==> config.mk <==
export PLATFORM = sky130hd
export DESIGN_NAME = mem_port_arbiter_flat
export DESIGN_NICKNAME = d
export VERILOG_FILES = /design/src/rtl/mem_port_arbiter_if.sv /design/src/rtl/mem_port_arbiter.sv /design/src/flat_wrapper.sv
export SDC_FILE = /design/constraint.sdc
export NUM_CORES = 1
export LEC_CHECK = 0
export BUFFER_PORTS_ARGS = -buffer_cell sky130_fd_sc_hd__buf_4
export CAP_MARGIN = 20
export CORE_AREA = 4 4 122 124
export DETAILED_ROUTE_END_ITERATION = 12
export DIE_AREA = 0 0 126 128
export GPL_TIMING_DRIVEN = 1
export PLACE_DENSITY = 0.63
export SLEW_MARGIN = 20
export SYNTH_ARGS = -nofsm -noshare
export SYNTH_HDL_FRONTEND = slang
export SYNTH_SLANG_ARGS = --single-unit
export TNS_END_PERCENT = 20
==> constraint.sdc <==
create_clock -name clk -period 2.2 [get_ports clk]
set_clock_uncertainty 0.05 [all_clocks]
set_input_delay 0.33 -clock clk [delete_from_list [all_inputs] [get_ports clk]]
set_output_delay 0.33 -clock clk [all_outputs]
set_load 0.02 [all_outputs]
==> src/rtl/mem_port_arbiter_if.sv <==
// SRAM-like request/response bus shared by the pipeline masters and the
// memory/bridge slave.
//   req/wr/size/wstrb/addr/wdata : driven by the master
//   addr_ok/data_ok/rdata        : driven by the slave
// modport master : the side that issues requests
// modport slave  : the side that accepts requests and returns responses
interface mem_port_arbiter_if;
  logic        req;
  logic        wr;
  logic [1:0]  size;
  logic [3:0]  wstrb;
  logic [31:0] addr;
  logic [31:0] wdata;
  logic        addr_ok;
  logic        data_ok;
  logic [31:0] rdata;

  modport master (
    output req, wr, size, wstrb, addr, wdata,
    input  addr_ok, data_ok, rdata
  );

  modport slave (
    input  req, wr, size, wstrb, addr, wdata,
    output addr_ok, data_ok, rdata
  );
endinterface

==> src/rtl/mem_port_arbiter.sv <==
// Shares one SRAM-like memory port between the instruction-fetch master
// and the data-access master. Fixed priority to data, with a starvation
// guard that forces one fetch through after STARVE_LIMIT consecutive data
// grants while fetch waits. An in-order tag FIFO steers each response back
// to the master that issued the request; all handshake paths are
// combinational so the arbiter adds no latency.
// Ports:
//   clk, reset : clock, synchronous active-high reset
//   inst       : fetch master bus (arbiter acts as its slave)
//   data       : data master bus (arbiter acts as its slave)
//   mem        : downstream memory bus (arbiter acts as its master)
module mem_port_arbiter #(
  parameter int MAX_OUTSTANDING = 4,
  parameter int STARVE_LIMIT    = 8
) (
  input  logic                 clk,
  input  logic                 reset,
  mem_port_arbiter_if.slave    inst,
  mem_port_arbiter_if.slave    data,
  mem_port_arbiter_if.master   mem
);

  localparam int PW = $clog2(MAX_OUTSTANDING);
  localparam int CW = PW + 1;
  localparam int SW = $clog2(STARVE_LIMIT + 1);

  logic          locked_reg;
  logic          lock_src_reg;   // 0 = inst, 1 = data
  logic [CW-1:0] count_reg;
  logic [PW-1:0] wr_ptr_reg;
  logic [PW-1:0] rd_ptr_reg;
  logic [SW-1:0] streak_reg;
  logic          tag_mem [MAX_OUTSTANDING];

  logic grant_data;
  logic any_req;
  logic room;
  logic mem_req;
  logic push;
  logic pop;
  logic head;
  logic starved;

  assign any_req = inst.req | data.req;
  assign room    = count_reg < CW'(MAX_OUTSTANDING);
  // Reset gating keeps every output quiet while reset is held.
  assign mem_req = ~reset & any_req & room;
  assign starved = (streak_reg == SW'(STARVE_LIMIT)) & inst.req;

  // A stalled handshake pins the grant so the slave sees a stable request.
  always_comb begin
    grant_data = 1'b0;
    if (locked_reg)
      grant_data = lock_src_reg;
    else if (data.req && !starved)
      grant_data = 1'b1;
  end

  assign mem.req   = mem_req;
  assign mem.wr    = mem_req & (grant_data ? data.wr : inst.wr);
  assign mem.size  = mem_req ? (grant_data ? data.size  : inst.size)  : 2'b0;
  assign mem.wstrb = mem_req ? (grant_data ? data.wstrb : inst.wstrb) : 4'b0;
  assign mem.addr  = mem_req ? (grant_data ? data.addr  : inst.addr)  : 32'b0;
  assign mem.wdata = mem_req ? (grant_data ? data.wdata : inst.wdata) : 32'b0;

  assign push = mem_req & mem.addr_ok;
  // A response with nothing outstanding is a slave protocol error; drop it.
  assign pop  = ~reset & mem.data_ok & (count_reg != '0);
  assign head = tag_mem[rd_ptr_reg];

  assign inst.addr_ok = push & ~grant_data;
  assign data.addr_ok = push &  grant_data;
  assign inst.data_ok = pop  & ~head;
  assign data.data_ok = pop  &  head;
  assign inst.rdata   = mem.rdata;
  assign data.rdata   = mem.rdata;

  // Tag storage needs no reset: entries are only read behind a valid count.
  always_ff @(posedge clk) begin
    if (push)
      tag_mem[wr_ptr_reg] <= grant_data;
  end

  always_ff @(posedge clk) begin
    if (reset) begin
      locked_reg   <= 1'b0;
      lock_src_reg <= 1'b0;
      count_reg    <= '0;
      wr_ptr_reg   <= '0;
      rd_ptr_reg   <= '0;
      streak_reg   <= '0;
    end else begin
      if (mem_req && !mem.addr_ok) begin
        locked_reg   <= 1'b1;
        lock_src_reg <= grant_data;
      end else if (mem.addr_ok) begin
        locked_reg   <= 1'b0;
      end

      count_reg <= count_reg + CW'(push) - CW'(pop);
      if (push)
        wr_ptr_reg <= wr_ptr_reg + 1'b1;
      if (pop)
        rd_ptr_reg <= rd_ptr_reg + 1'b1;

      if (!inst.req || inst.addr_ok)
        streak_reg <= '0;
      else if (data.addr_ok && streak_reg != SW'(STARVE_LIMIT))
        streak_reg <= streak_reg + 1'b1;
    end
  end

endmodule

==> src/flat_wrapper.sv <==
// flat-port wrapper written by rule: the top's interface ports become plain ports
module mem_port_arbiter_flat 
#(
  parameter int MAX_OUTSTANDING = 4,
  parameter int STARVE_LIMIT    = 8
)
  (clk, reset, inst_req, inst_wr, inst_size, inst_wstrb, inst_addr, inst_wdata, inst_addr_ok, inst_data_ok, inst_rdata, data_req, data_wr, data_size, data_wstrb, data_addr, data_wdata, data_addr_ok, data_data_ok, data_rdata, mem_req, mem_wr, mem_size, mem_wstrb, mem_addr, mem_wdata, mem_addr_ok, mem_data_ok, mem_rdata);
  mem_port_arbiter_if inst_i ();
  mem_port_arbiter_if data_i ();
  mem_port_arbiter_if mem_i ();
  input  logic clk;
  input  logic reset;
  input wire logic [$bits(inst_i.req)-1:0] inst_req;
  input wire logic [$bits(inst_i.wr)-1:0] inst_wr;
  input wire logic [$bits(inst_i.size)-1:0] inst_size;
  input wire logic [$bits(inst_i.wstrb)-1:0] inst_wstrb;
  input wire logic [$bits(inst_i.addr)-1:0] inst_addr;
  input wire logic [$bits(inst_i.wdata)-1:0] inst_wdata;
  output wire logic [$bits(inst_i.addr_ok)-1:0] inst_addr_ok;
  output wire logic [$bits(inst_i.data_ok)-1:0] inst_data_ok;
  output wire logic [$bits(inst_i.rdata)-1:0] inst_rdata;
  input wire logic [$bits(data_i.req)-1:0] data_req;
  input wire logic [$bits(data_i.wr)-1:0] data_wr;
  input wire logic [$bits(data_i.size)-1:0] data_size;
  input wire logic [$bits(data_i.wstrb)-1:0] data_wstrb;
  input wire logic [$bits(data_i.addr)-1:0] data_addr;
  input wire logic [$bits(data_i.wdata)-1:0] data_wdata;
  output wire logic [$bits(data_i.addr_ok)-1:0] data_addr_ok;
  output wire logic [$bits(data_i.data_ok)-1:0] data_data_ok;
  output wire logic [$bits(data_i.rdata)-1:0] data_rdata;
  output wire logic [$bits(mem_i.req)-1:0] mem_req;
  output wire logic [$bits(mem_i.wr)-1:0] mem_wr;
  output wire logic [$bits(mem_i.size)-1:0] mem_size;
  output wire logic [$bits(mem_i.wstrb)-1:0] mem_wstrb;
  output wire logic [$bits(mem_i.addr)-1:0] mem_addr;
  output wire logic [$bits(mem_i.wdata)-1:0] mem_wdata;
  input wire logic [$bits(mem_i.addr_ok)-1:0] mem_addr_ok;
  input wire logic [$bits(mem_i.data_ok)-1:0] mem_data_ok;
  input wire logic [$bits(mem_i.rdata)-1:0] mem_rdata;
  assign inst_i.req = inst_req;
  assign inst_i.wr = inst_wr;
  assign inst_i.size = inst_size;
  assign inst_i.wstrb = inst_wstrb;
  assign inst_i.addr = inst_addr;
  assign inst_i.wdata = inst_wdata;
  assign inst_addr_ok = inst_i.addr_ok;
  assign inst_data_ok = inst_i.data_ok;
  assign inst_rdata = inst_i.rdata;
  assign data_i.req = data_req;
  assign data_i.wr = data_wr;
  assign data_i.size = data_size;
  assign data_i.wstrb = data_wstrb;
  assign data_i.addr = data_addr;
  assign data_i.wdata = data_wdata;
  assign data_addr_ok = data_i.addr_ok;
  assign data_data_ok = data_i.data_ok;
  assign data_rdata = data_i.rdata;
  assign mem_req = mem_i.req;
  assign mem_wr = mem_i.wr;
  assign mem_size = mem_i.size;
  assign mem_wstrb = mem_i.wstrb;
  assign mem_addr = mem_i.addr;
  assign mem_wdata = mem_i.wdata;
  assign mem_i.addr_ok = mem_addr_ok;
  assign mem_i.data_ok = mem_data_ok;
  assign mem_i.rdata = mem_rdata;
  mem_port_arbiter #(.MAX_OUTSTANDING(MAX_OUTSTANDING), .STARVE_LIMIT(STARVE_LIMIT)) u_core (.clk(clk), .reset(reset), .inst(inst_i), .data(data_i), .mem(mem_i));
endmodule
Yosys cells after proc, flatten, opt, wreduce, memory -nomap -nowiden. Memories as Yosys holds them, arrays and structs flattened. A register that Yosys moved wholly into a read port is not among the register bits. Cells that the tools add are included. W data, S select, Z words.

Reduce and logical (&&, ||, !) cells: 10. Equal/unequal tests: 2. $lt $le $gt $ge: 1. Add/subtract/negate cells: 5. Mux-type cells: 17. Bitwise logic cells: 15.

Operators with widths (count): $mux W32 (4); $and A1 B1 Y1 (11); $mux W2 (4); $mux W4 (2); $mux W1 (7); $add A2 B1 Y2 const B (2); $add A4 B1 Y4 const B (1); $eq A4 B4 Y1 const B (1); $ne A4 B4 Y1 const B (1); $add A3 B1 Y3 (1); $logic_and A1 B1 Y1 (3); $logic_not A1 Y1 (3); $lt A3 B3 Y1 const B (1); $not A1 Y1 (3); $reduce_bool A3 Y1 (1); $sub A3 B1 Y3 (1); $reduce_bool A2 Y1 (1); $reduce_or A2 Y1 (1); $logic_or A1 B1 Y1 (1); $or A1 B1 Y1 (1).

Flip-flop bits (word level): 13. Input bits: 180. Memories: 1. Word-level logic and storage cells: 57. Output and inout bits: 140. RAM bits: 4.

Memories: u_core.tag_mem (depth 4, bits a word 1, read ports 1, clocked after Yosys merged registers in 1, wr ports 1, line mem_port_arbiter.sv:33) `logic tag_mem [MAX_OUTSTANDING];`.

Depth between registers and ports, before layout. Gate-level depths: netlist (run 1).

Depth after elaboration: 10. Gate-level depth with buffers: 9. Mapped depth without buffers: 9.

Least setup slack after synthesis (run 1). Ideal clock, no wire load.

Kind: register to output. Start point: register u_core.streak_reg[0]. End point: output port mem_addr[0]. Data arrival time: 1.765 ns. Buffers on the path: 2. Slack: 0.055 ns. Cell stages (with the launch flop): 10. Cell sequence: dfxtp_1 inv_1 ha_1 and4b_1 o21a_1 inv_2 buf_4 buf_2 nand2_1 a21oi_1.

Longest elaborated chain between the ends: 8.

RTL lines: from (decl) (line mem_port_arbiter.sv:32) `logic [SW-1:0] streak_reg;`; from (signal assigned) (line mem_port_arbiter.sv:109) `streak_reg <= streak_reg + 1'b1;`; $eq A4 B4 Y1 (line mem_port_arbiter.sv:48) `assign starved = (streak_reg == SW'(STARVE_LIMIT)) & inst.req;`; $and A1 B1 Y1 (line mem_port_arbiter.sv:48); $logic_not A1 Y1 (line mem_port_arbiter.sv:55) `else if (data.req && !starved)`; $logic_and A1 B1 Y1 (line mem_port_arbiter.sv:55); $mux W1 (line mem_port_arbiter.sv:55); $mux W1 (line mem_port_arbiter.sv:53) `if (locked_reg)`; $mux W32 (2 in series) (line mem_port_arbiter.sv:63) `assign mem.addr = mem_req ? (grant_data ? data.addr : inst.addr) : 32'b0;`; to (decl) (line flat_wrapper.sv:35) `output wire logic [$bits(mem_i.addr)-1:0] mem_addr;`.

Every way passes these cells.

Worst setup path after layout (run 1).
Start point: register u_core.streak_reg[0]. End point: output port mem_addr[10].

Same word-level chain as after synthesis.

==> impl_metrics.tcl, run 1 <==
set metrics [dict create \
    status "finished, violations left" \
    violations "negative setup slack" \
    grt_max_degree 45 \
    postCtsHoldBufs 0 \
    hold_viol 0 \
    worst_setup_path_start_kind "flip-flop" \
    period_share_pct 107 \
    power_frac_seq_pct 17.6 \
    p_per_area_mw_per_mm2 487 \
    max_freq_ghz 0.425 \
    fin_crit_ps 2350 \
    drt_wl_total_um 12100 \
    peakVddDrop_mv 0.293 \
    diodes 0 \
    cts_buffers 3 \
    drv_slew 0 \
    crit_family "buffers and inverters" \
    maxCapViolCount 0 \
    cp_max_fo 6 \
    clk_path_buf_depth 2 \
    avgSynthCellArea_um2 6.11 \
    drc 0 \
    top_usage_layer "met2" \
    critical_path_arrival_ps 1970 \
    rsz0062_at_grt "yes" \
    finalInstanceArea_mm2 0.00492 \
    p_comb_share_pct 66.4 \
    cpMostUsedCell "buf_6" \
    cts_tree "done" \
    fin_hold_ws_ps 265 \
    syn_nets 589 \
    syn-cell-area_mm2 0.00244 \
    io_pins 320 \
    area_growth_pct 101 \
    clk_latency_ps 250 \
    grt_pass1_vias 2964 \
    vias 3222 \
    pwr-share-clk_pct 16.0 \
    met2_usage_pct 22.7 \
    die_area_mm2 0.0161 \
    initial_core_util_pct 17.7 \
    slew_headroom_pct 79.3 \
    power_mw 2.39 \
    swShare_pct 40.0 \
    synthDistinctLibCells 36 \
    dpl.cell_count 733 \
    pre_cts_ws_ps 60.2 \
    critical_path.endpoint_type "output pin" \
    final_common_cell "buf_4" \
    instances_no_fill 761 \
    fp-row-count 43 \
    critical_path.slowest_cell "dfxtp_2" \
    synth_seq_cells 19 \
    worst-setup-path-type "flip-flop to output pin" \
    via_per_inst 4.23 \
    fin_nets 771 \
    gp_congestion 0.816 \
    numPortBuffers 223 \
    first_pass_iters 4 \
    intPower_mw 1.44 \
    gr-total-overflow 0 \
    switchingPower_mw 0.958 \
    netlist_instances 400 \
    cts.sinks 19 \
    holdCritPathClass "input pin to flip-flop" \
    core-area_mm2 0.0138 \
    setup_ws_ps -155 \
    worst-path-buf-inv 6 \
    slowest_delay_ps 340 \
    required_ps 1820 \
    final-setup-viol-count 70 \
    grt_use_met3_pct 3.83 \
    antenna_found_initial 0 \
    p_leak_nw 2.38 \
    ys_seq_area_share_pct 17.2 \
    initialDrtViolationCount 72 \
    detail-route-antenna-nets 0 \
    die_h_um 128 \
    wl_per_cell_um 15.9 \
    tightest_slew_ps 306 \
    grt_pass1_wl_um 16700 \
    placed_area_mm2 0.00396 \
    hpwl_um 8290 \
    path_cells "inv_2, ha_4, and4b_1, o21a_2, clkinv_4, buf_6, buf_12, buf_16, nand2_4, a21oi_2, buf_6" \
    grt_use_met1_pct 15.6 \
    track_usage_pct 13.1 \
    drive_gt1_share_pct 63.0 \
    clk_pin_slew_ps 60 \
    dieWidth_um 126 \
    cts-root-buf "clkbuf_16" \
    layout_common_cells "buf_4 (223), nand2_1 (115), a21oi_2 (51)" \
    ys_warn_count 0 \
    htreeDepth 1 \
]
[worst register-to-register path, cell delays in order, from the launching register on]
cell	delay (ps)
dfxtp_2	340
inv_2	50
ha_4	150
and4b_1	170
o21a_2	220
buf_4	160
buf_12	150
buf_8	140
or4_1	500
a31oi_1	130
[final timing paths]
path	start	endpoint	slack (ps)	cells after the start
setup / recovery	u_core.streak_reg[0]	mem_addr[10]	-150	11
setup reg to reg	u_core.streak_reg[0]	u_core.streak_reg[3]	90	9
hold reg to reg	u_core.locked_reg	u_core.locked_reg	450	2
hold / removal	mem_addr_ok	u_core.locked_reg	260	2
[power groups by stage]
stage	sequential [mW]	clock (mW)	combinational, mW
3_3_place_gp	0.426	0	1.23
5_1_grt	0.424	0.402	1.72
4_1_cts	0.419	0.390	1.50
3_5_place_dp	0.426	0	1.23
6_report	0.421	0.383	1.59
2_1_floorplan	0.420	0	0.805
[synth_stat cells (all sizes together)]
master  instances  area share [%]
nand2         146              22
buf            79              23
a21oi          72              15
dfxtp          15              12
inv            14             2.2
clkbuf         10             1.5
nor2           10             1.5
ha              8             4.1
nand3           5             1.2
xnor2           5             1.8
and3            4             1.0
edfxtp          4             4.9
nand3b          3            0.92
nor2b           3            0.77
a31oi           2            0.51
nand2b          2            0.51
nor3            2            0.41
a31o            1            0.36
and2            1            0.26
and4b           1            0.41
fa              1            0.82
mux2i           1            0.41
mux4            1            0.92
nand4           1            0.26
nor3b           1            0.31
nor4bb          1            0.41
o21a            1            0.31
o21ba           1            0.41
o21bai          1            0.31
o22ai           1            0.26
o31ai           1            0.31
or3             1            0.26
or4             1            0.31
[kinds of logic after synthesis]
| family | after synthesis | synth area share, % |
|---|---|---|
| compound gates | 80 | 17.2 |
| xor+xnor | 5 | 1.79 |
| fa+ha+maj | 9 | 4.92 |
| buf+inv | 103 | 26.5 |
| flops | 19 | 17.2 |
| mux | 2 | 1.33 |
| simple gates | 182 | 31.0 |
[area by class of cell]
type,count,area (um2)
well taps,180,225
flip-flops and latches,19,423
multi-input cells,278,1740
fillers,1470,8850
clock buffers,3,75.1
inverters,14,57.6
clock inverters,1,7.51
repair buffers,266,2390
[routing by layer]
metal,vias up,routed length (um)
met2,167,6090
met1,1428,4490
li1,1595,-
met5,-,0
met4,0,347
met3,32,1160
[through the flow]
step                      utilization, %  TNS, ps
after floorplan                        -        0
after global placement              28.7        0
after detailed placement            28.7        0
after CTS                           33.5    -8300
after global routing                35.7   -12280
final                               35.7    -6010
[timing repair]
item / in CTS / in global routing
cloned: 8 / 2
buffers inserted: 11 / 5
pin swaps: 63 / 17
setup endpoints to repair: 73 / 75
resized for setup: 84 / 63
Note: power is estimated with default switching activity, not from simulation.
==> run 2: changes to the inputs <==
--- a/config.mk
+++ b/config.mk
@@ -11,6 +11,7 @@
 export DETAILED_ROUTE_END_ITERATION = 12
 export DIE_AREA = 0 0 126 128
 export GPL_TIMING_DRIVEN = 1
+export MAX_ROUTING_LAYER = met4
 export PLACE_DENSITY = 0.63
 export SLEW_MARGIN = 20
 export SYNTH_ARGS = -nofsm -noshare
==> constraint.sdc (replaced) <==
create_clock -name clk -period 2.2 [get_ports clk]
set_clock_uncertainty 0.05 [all_clocks]
set_input_delay 0.11 -clock clk [delete_from_list [all_inputs] [get_ports clk]]
set_output_delay 0.11 -clock clk [all_outputs]
set_load 0.02 [all_outputs]
==> run 2 against run 1 <==
Net effect: the run now ends clean; via count down 6.8%; critical endpoint is now mem_addr[31]; largest power group unchanged; sequential power about the same; design area shrank 14%; routed wire length decreased by 13%; clock-buffer cell count unchanged; clock power hardly changed.
==> impl_metrics.tcl, run 2 (synthesis results as in run 1) <==
set metrics [dict create \
    status "complete, no violations" \
    drt_wl_total_um 10500 \
    p_leak_nw 2.13 \
    worstRegToRegCells 9 \
    fin_crit_ps 2150 \
    fin_nets 751 \
    worst_setup_path_start_kind "flip-flop" \
    gp_congestion 0.818 \
    clk_pin_slew_ps 60 \
    cts-root-buf "clkbuf_16" \
    drc 0 \
    peakVddDrop_mv 0.268 \
    dpl.cell_count 731 \
    gr-total-overflow 0 \
    htreeDepth 1 \
    utilization_pct 30.6 \
    holdCritPathClass "input pin to flip-flop" \
    final_common_cell "buf_4" \
    slew_headroom_pct 80.3 \
    cp.depth 10 \
    final-setup-viol-count 0 \
    clk_path_buf_depth 2 \
    fp-row-count 43 \
    dieWidth_um 126 \
    critical_path.endpoint_type "output pin" \
    period_share_pct 97.5 \
    grt_pass1_wl_um 15300 \
    layout_common_cells "buf_4 (234), nand2_1 (145), a21oi_1 (61)" \
    detail-route-antenna-nets 0 \
    wl_per_cell_um 14.1 \
    initial_core_util_pct 17.7 \
    via_per_inst 4.05 \
    crit_family "buffers and inverters" \
    initialDrtViolationCount 82 \
    first_pass_iters 4 \
    critical_path.slowest_cell "dfxtp_2" \
    slowest_delay_ps 330 \
    p_per_area_mw_per_mm2 500 \
    track_usage_pct 11.7 \
    core-area_mm2 0.0138 \
    max_freq_ghz 0.466 \
    cp_max_fo 6 \
    area_growth_pct 72.5 \
    die_area_mm2 0.0161 \
    multi_input_area_mm2 0.00143 \
    cts_tree "done" \
    instances_no_fill 741 \
    maxCapViolCount 0 \
    grt_max_degree 45 \
    vias 3003 \
    drv_slew 0 \
    worst-path-buf-inv 5 \
    path_cells "inv_2, ha_2, and4b_1, o21a_4, inv_6, bufbuf_16, buf_4, nand2_1, a21oi_2, buf_6" \
    drive_gt1_share_pct 48.8 \
    critical_path_arrival_ps 1990 \
    cts_buffers 3 \
    rsz0062_at_grt "yes" \
    fillCellCount 1541 \
    tightest_slew_ps 292 \
    seqCellArea_um2 423 \
    antenna_found_initial 0 \
    postCtsHoldBufs 0 \
    required_ps 2040 \
    die_h_um 128 \
    clk_latency_ps 250 \
    hpwl_um 8260 \
    diodes 0 \
    grt_pass1_vias 2813 \
    hold_viol 0 \
    numPortBuffers 223 \
    hold_depth 2 \
    cts.sinks 19 \
    io_pins 320 \
    worst-setup-path-type "flip-flop to output pin" \
]
-- run 2: cell types whose count changed in the layout (fill, tap and decap cells not counted), moves of 13 or more --
cell and change:
buf_6 -18, nand2_2 -17, nand2_1 +30, a21oi_2 -40, nand2_4 -13, a21oi_1 +40
-- run 2: timing repair --
action	in CTS	in global routing
buffers inserted	2	1
gates cloned	2	1
endpoints found under the setup margin	58	72
pin swaps	3	2
gates resized for setup	7	17
-- run 2: worst paths after layout --
check                       startpoint                  end  slack, ps
setup reg to reg   u_core.count_reg[1]  u_core.count_reg[2]        180
hold / removal                   reset            flip-flop         30
setup / recovery  u_core.streak_reg[0]         mem_addr[31]         50
hold reg to reg    u_core.lock_src_reg  u_core.lock_src_reg        440
-- run 2: through the flow --
step / area [um2] / hold WS, ps / TNS [ps] / total power [mW] / worst slack [ps]
floorplan: 2440 / 254 / 0 / 1.22 / 168
global placement: 3940 / 170 / 0 / 1.66 / 140
detailed placement: 3940 / 170 / 0 / 1.66 / 115
CTS: 4120 / 23.5 / 0 / 2.10 / 7.49
global route: 4210 / 28.8 / -27.8 / 2.26 / -27.8
finish: 4210 / 29.9 / 0 / 2.11 / 54.2
-- run 2: final cells by class --
type | count | share of cell area, %
clock buffer | 3 | 1.78
sequential | 19 | 10.0
multi-input combinational | 278 | 34.0
tap | 180 | 5.34
clock inverter | 1 | 0.178
timing repair buffer | 246 | 47.3
inverter | 14 | 1.37
-- run 2: worst register-to-register path: stages, from the launching register on --
cell	delay [ps]
dfxtp_1	370
nor3_2	70
nor3b_1	280
ha_1	190
inv_1	40
ha_1	180
fa_1	370
xnor2_1	180
xnor2_1	140
nor2_1	50
-- run 2: power by group --
group          switching (mW)  internal, mW  leakage (nW)
registers              0.0242         0.395         0.159
logic                   0.668         0.641          1.94
clock network           0.134         0.246        0.0371
-- run 2: routing by layer --
| layer | part of all wire (%) | global-route usage [%] | routed length, um |
|---|---|---|---|
| met3 | 10 | 3.38 | 1060 |
| met2 | 51 | 19.1 | 5290 |
| met1 | 37 | 14.0 | 3860 |
| met5 | 0 | - | 0 |
| met4 | 2.2 | 3.60 | 235 |
